===== src/rtl/spi_cmd_decoder.sv =====
// Purpose : decodes command/operand bytes received by an SPI slave into counter
//           register updates, a readback byte and a sticky error flag.
// Latency : byte_valid rises SYNC_STAGES+1 clk edges after ce0 is first sampled
//           high; command effects land one edge after byte_valid.
// Backpressure: none; every byte is consumed in the cycle it is flagged.
//
// Ports:
//   clk            system clock, rising edge
//   reset          synchronous active-high reset
//   ce0            SPI chip enable (async to clk); rising edge closes a byte
//   data_incoming  byte from the SPI slave, stable around the ce0 rising edge
//   data_outgoing  byte the SPI slave shifts out on the next transfer
//   count_value    counter register for the downstream counter stage
//   load_pulse     one-cycle strobe: count_value was just loaded by an operand
//   byte_valid     one-cycle strobe: a new byte was captured
//   busy           high while an operand byte is expected
//   err            sticky illegal-command flag, cleared by reset or CLEAR
module spi_cmd_decoder #(
  parameter int SYNC_STAGES = 2
) (
  input  logic       clk,
  input  logic       reset,
  input  logic       ce0,
  input  logic [7:0] data_incoming,
  output logic [7:0] data_outgoing,
  output logic [7:0] count_value,
  output logic       load_pulse,
  output logic       byte_valid,
  output logic       busy,
  output logic       err
);

  localparam logic [7:0] CMD_NOP   = 8'h00;
  localparam logic [7:0] CMD_WRITE = 8'h01;
  localparam logic [7:0] CMD_READ  = 8'h02;
  localparam logic [7:0] CMD_INC   = 8'h03;
  localparam logic [7:0] CMD_CLEAR = 8'h04;

  typedef enum logic {
    ST_IDLE    = 1'b0,
    ST_OPERAND = 1'b1
  } state_t;

  // ------------------------------------------------------------------
  // ce0 synchronizer and rising-edge detector.
  // All flops (including the edge-history flop) reset to 1 so a ce0 that
  // is simply held high across reset never looks like a rising edge.
  // ------------------------------------------------------------------
  logic [SYNC_STAGES-1:0] sync_q;
  logic                   sync_prev_q;
  logic                   ce0_s;
  logic                   ce0_rise;

  assign ce0_s    = sync_q[SYNC_STAGES-1];
  assign ce0_rise = ce0_s & ~sync_prev_q;

  always_ff @(posedge clk) begin
    if (reset) begin
      sync_q      <= '1;
      sync_prev_q <= 1'b1;
    end else begin
      sync_q      <= {sync_q[SYNC_STAGES-2:0], ce0};
      sync_prev_q <= ce0_s;
    end
  end

  // ------------------------------------------------------------------
  // Byte capture. data_incoming is stable from the ce0 rising edge until
  // the next falling edge, and the synchronized edge arrives well inside
  // that window, so sampling it here needs no further synchronization.
  // ------------------------------------------------------------------
  logic [7:0] byte_q;
  logic       byte_valid_q;

  always_ff @(posedge clk) begin
    if (reset) begin
      byte_q       <= 8'h00;
      byte_valid_q <= 1'b0;
    end else begin
      byte_valid_q <= ce0_rise;
      if (ce0_rise) begin
        byte_q <= data_incoming;
      end
    end
  end

  // ------------------------------------------------------------------
  // Command FSM. Decodes byte_q during the byte_valid cycle, so every
  // effect is registered on the edge that ends that cycle. load_pulse is
  // raised on the same edge that loads count_value, so the two coincide.
  // ------------------------------------------------------------------
  state_t     state_q;
  logic [7:0] count_q;
  logic [7:0] dout_q;
  logic       err_q;
  logic       load_q;

  always_ff @(posedge clk) begin
    if (reset) begin
      state_q <= ST_IDLE;
      count_q <= 8'h00;
      dout_q  <= 8'h00;
      err_q   <= 1'b0;
      load_q  <= 1'b0;
    end else begin
      load_q <= 1'b0;
      if (byte_valid_q) begin
        case (state_q)
          ST_IDLE: begin
            case (byte_q)
              CMD_NOP: begin
                // no effect
              end
              CMD_WRITE: begin
                state_q <= ST_OPERAND;
              end
              CMD_READ: begin
                dout_q <= count_q;
              end
              CMD_INC: begin
                count_q <= count_q + 8'd1;
              end
              CMD_CLEAR: begin
                count_q <= 8'h00;
                err_q   <= 1'b0;
              end
              default: begin
                err_q <= 1'b1;
              end
            endcase
          end
          ST_OPERAND: begin
            // Every value is data here, including ones that look like commands.
            count_q <= byte_q;
            load_q  <= 1'b1;
            state_q <= ST_IDLE;
          end
          default: begin
            state_q <= ST_IDLE;
          end
        endcase
      end
    end
  end

  assign data_outgoing = dout_q;
  assign count_value   = count_q;
  assign load_pulse    = load_q;
  assign byte_valid    = byte_valid_q;
  assign busy          = (state_q == ST_OPERAND);
  assign err           = err_q;

endmodule


===== config.mk =====
export PLATFORM = sky130hd
export DESIGN_NAME = spi_cmd_decoder
export DESIGN_NICKNAME = d
export VERILOG_FILES = /design/src/rtl/spi_cmd_decoder.sv
export SDC_FILE = /design/constraint.sdc
export NUM_CORES = 1
export LEC_CHECK = 0
export CAP_MARGIN = 20
export CORE_ASPECT_RATIO = 0.7
export CORE_MARGIN = 2
export CORE_UTILIZATION = 45
export DETAILED_ROUTE_END_ITERATION = 12
export PLACE_DENSITY = 0.73
export REMOVE_ABC_BUFFERS = 1
export SYNTH_ARGS = -nofsm -noshare
export SYNTH_HDL_FRONTEND = slang
export SYNTH_SLANG_ARGS = --single-unit

===== constraint.sdc =====
create_clock -name clk -period 3.9 [get_ports clk]
set_clock_uncertainty 0.2 [all_clocks]
set_input_delay 1.17 -clock clk [delete_from_list [all_inputs] [get_ports clk]]
set_output_delay 1.17 -clock clk [all_outputs]
set_load 0.01 [all_outputs]

==> results_dict.tcl <==
set metrics [dict create \
    run_status "finished clean" \
    synth-seq-cells 31 \
    r2r_end "data_outgoing[7]" \
    cts_setup_buffers 0 \
    drtIter0Drc 128 \
    hp-start "sync_q[0]" \
    cts.sinks 31 \
    synth_area_per_cell_um2 8.82 \
    io_pins 31 \
    num_rows 16 \
    r2r_slack_ps 2060 \
    swShare_pct 21.1 \
    p_sw_mw 0.121 \
    crit_chain "clkdlybuf4s50_1" \
    whs_path_depth 1 \
    grt_max_degree 19 \
    cp-end-kind "output pin" \
    netlist_area_mm2 0.00139 \
    reg2reg_from "busy" \
    clockBufferDepth 2 \
    hold_violations 0 \
    synth_edf_count 0 \
    synth_cell_types 34 \
    period_needed_ps 2860 \
    synth_cells 157 \
    internal_power_mw 0.453 \
    place.gp.congestion 0.870 \
    synthTopCellsByCount "dfxtp_1, nand2_1, nor2_1, a21oi_1, mux2i_1" \
    die_w_um 70.3 \
    pwr-share-seq_pct 56.3 \
    p_comb_share_pct 4.9 \
    required_ps 2530 \
    period_share_pct 73.4 \
    synth-async-reset-ratio_pct 0 \
    start_util_pct 48.4 \
    drc 0 \
    wirelength_mm 3.05 \
    synth.top_cells.by_area "dfxtp_1, nand2_1, mux2i_1, a21oi_1, a22oi_1" \
    fin_cells 221 \
    p_leak_nw 0.673 \
    antenna_found_initial 0 \
    crit_type "reg2out" \
    crit_buf_inv 1 \
    ff_latch_area_um2 621 \
    p_per_area_mw_per_mm2 324 \
    drv_cap 0 \
    irDropWorstVdd_mv 0.205 \
    first_global_vias 1153 \
    netlist.area_leader.share_pct 44.8 \
    viasPerCell 5.61 \
    pwr-share-clk_pct 38.8 \
    fillers 242 \
    ys_seq_area_share_pct 44.8 \
    slowest_stage "clkdlybuf4s50_1" \
    hold_end "sync_q[1]" \
    synthToLayoutAreaGrowth_pct 27.7 \
    final.hold.worst_slack_ps 210 \
    nets 198 \
    antenna_cells 0 \
    clkLatencyLatePin_ps 280 \
    grt_pass1_wl_mm 5.32 \
    clockRootBuffer "clkbuf_8" \
    hpwl_mm 2.18 \
    vias 1240 \
    htreeDepth 2 \
    reg2reg_depth 4 \
    worstPathMaxFanout 13 \
    path_delay_family "buffers and inverters" \
    rsz0062_at_grt "false" \
    synth.most_common_cell "dfxtp_1" \
    cts_made_buffers 5 \
    cp_num_cells 1 \
    grt-ovfl-total 0 \
    multi_input_area_um2 708 \
    worstPathArrival_ps 1490 \
    wire_per_inst_um 13.8 \
    die_area_mm2 0.00354 \
    core_region_area_mm2 0.00286 \
    port_buffers 30 \
    ant_nets 0 \
    drive_gt1_share_pct 8.65 \
    post_cts_resized 0 \
    synth_flop_cell "dfxtp_1" \
    place_area_mm2 0.00170 \
    design_area_mm2 0.00177 \
    cts_hold_buf 0 \
    start_kind "flop" \
    slew_headroom_pct 56.4 \
    placedCellCount 215 \
    hold_class "reg2reg" \
    cts_tree "done" \
    die_h_um 50.4 \
    synth_top_area_cell "dfxtp_1" \
    yosys_warnings 0 \
    clk_pin_slew_ps 60 \
    timing.setup.tns_ps 0 \
    slew_violations 0 \
    grt.total_usage_pct 19.3 \
    drtPass1Iterations 4 \
    max_clock_freq_mhz 349 \
    tightest_slew_ps 652 \
    setup_violations 0 \
    crit_path_max_incr_delay_ps 620 \
]
## worst max path at each step
stage	slack (ps)	startpoint	end
after global routing	950	busy	busy
after floorplan	2000	busy	busy
after global placement	1130	reset	count_value[0]
final	1040	busy	busy
after CTS	1030	busy	busy
after detailed placement	1030	reset	count_value[4]
## power by group through the flow
stage | Sequential (mW) | Combinational [mW] | Clock (mW)
after floorplan | 0.329 | 0.0105 | 0
after global placement | 0.330 | 0.0273 | 0
after detailed placement | 0.330 | 0.0281 | 0
after CTS | 0.323 | 0.0281 | 0.229
after global routing | 0.323 | 0.0313 | 0.243
final | 0.323 | 0.0283 | 0.223
## per-layer routing
layer / share of wire (%) / vias to the layer above / track usage (%)
li1: - / 614 / -
met4: 1.5 / 0 / 7.05
met1: 45 / 566 / 25.5
met2: 45 / 54 / 28.6
met3: 8.4 / 6 / 7.43
met5: 0 / - / 0
## final cells by class
type | count | area share (%)
Multi-Input combinational cell | 113 | 40.0
Sequential cell | 31 | 35.1
Timing Repair Buffer | 31 | 17.4
Clock buffer | 6 | 4.10
Tap cell | 36 | 2.55
Inverter | 4 | 0.849
## placed cells by master (no fill, tap or decap), drive strengths merged
| master | netlist | layout |
|---|---|---|
| nor4 | 1 | 1 |
| inv | 3 | 3 |
| clkbuf | 7 | 6 |
| o211a | 1 | 1 |
| o31ai | 2 | 2 |
| nand2 | 26 | 26 |
| a22oi | 7 | 7 |
| a41o | 1 | 1 |
| and2 | 2 | 2 |
| mux2i | 8 | 8 |
| ha | 1 | 1 |
| and3b | 1 | 1 |
| o32ai | 6 | 6 |
| a32oi | 1 | 1 |
| a2bb2oi | 6 | 6 |
| nor2b | 4 | 4 |
| clkdlybuf4s50 | 0 | 30 |
| dfxtp | 31 | 31 |
| nand2b | 2 | 2 |
| nor3b | 2 | 2 |
| or3 | 1 | 1 |
| nor2 | 14 | 14 |
| a31oi | 1 | 1 |
| nand3 | 2 | 2 |
| buf | 2 | 1 |
| nor3 | 4 | 4 |
| a21oi | 12 | 12 |
| or2 | 6 | 6 |
| nand4 | 2 | 2 |
| clkinv | 1 | 1 |
## cells by family (layout without fill, tap and decap cells)
group	Yosys count	in the layout	synth area share, %
AND/OR/NAND/NOR	67	67	24.7
buffers and inverters	13	41	4.06
adder cells (fa/ha/maj)	1	1	0.903
AO/OA/AOI/OAI	37	37	19.8
flip-flops	31	31	44.8
multiplexers	8	8	5.78
## flip-flops by register name (all words and copies together) (netlist names)
signal         cells
byte_valid         1
sync_prev_q        1
sync_q             2
err                1
count_value        8
busy               1
load_pulse         1
byte_q             8
data_outgoing      8
## metrics by stage
stage | utilization [%] | total power, mW | setup WS, ps
2_1_floorplan | - | 0.340 | 2000
3_3_place_gp | 59.3 | 0.357 | 1130
3_5_place_dp | 59.3 | 0.358 | 1030
4_1_cts | 61.8 | 0.580 | 1030
5_1_grt | 61.8 | 0.597 | 954
6_report | 61.8 | 0.574 | 1040
No activity file was read; power rests on OpenSTA's default activity.
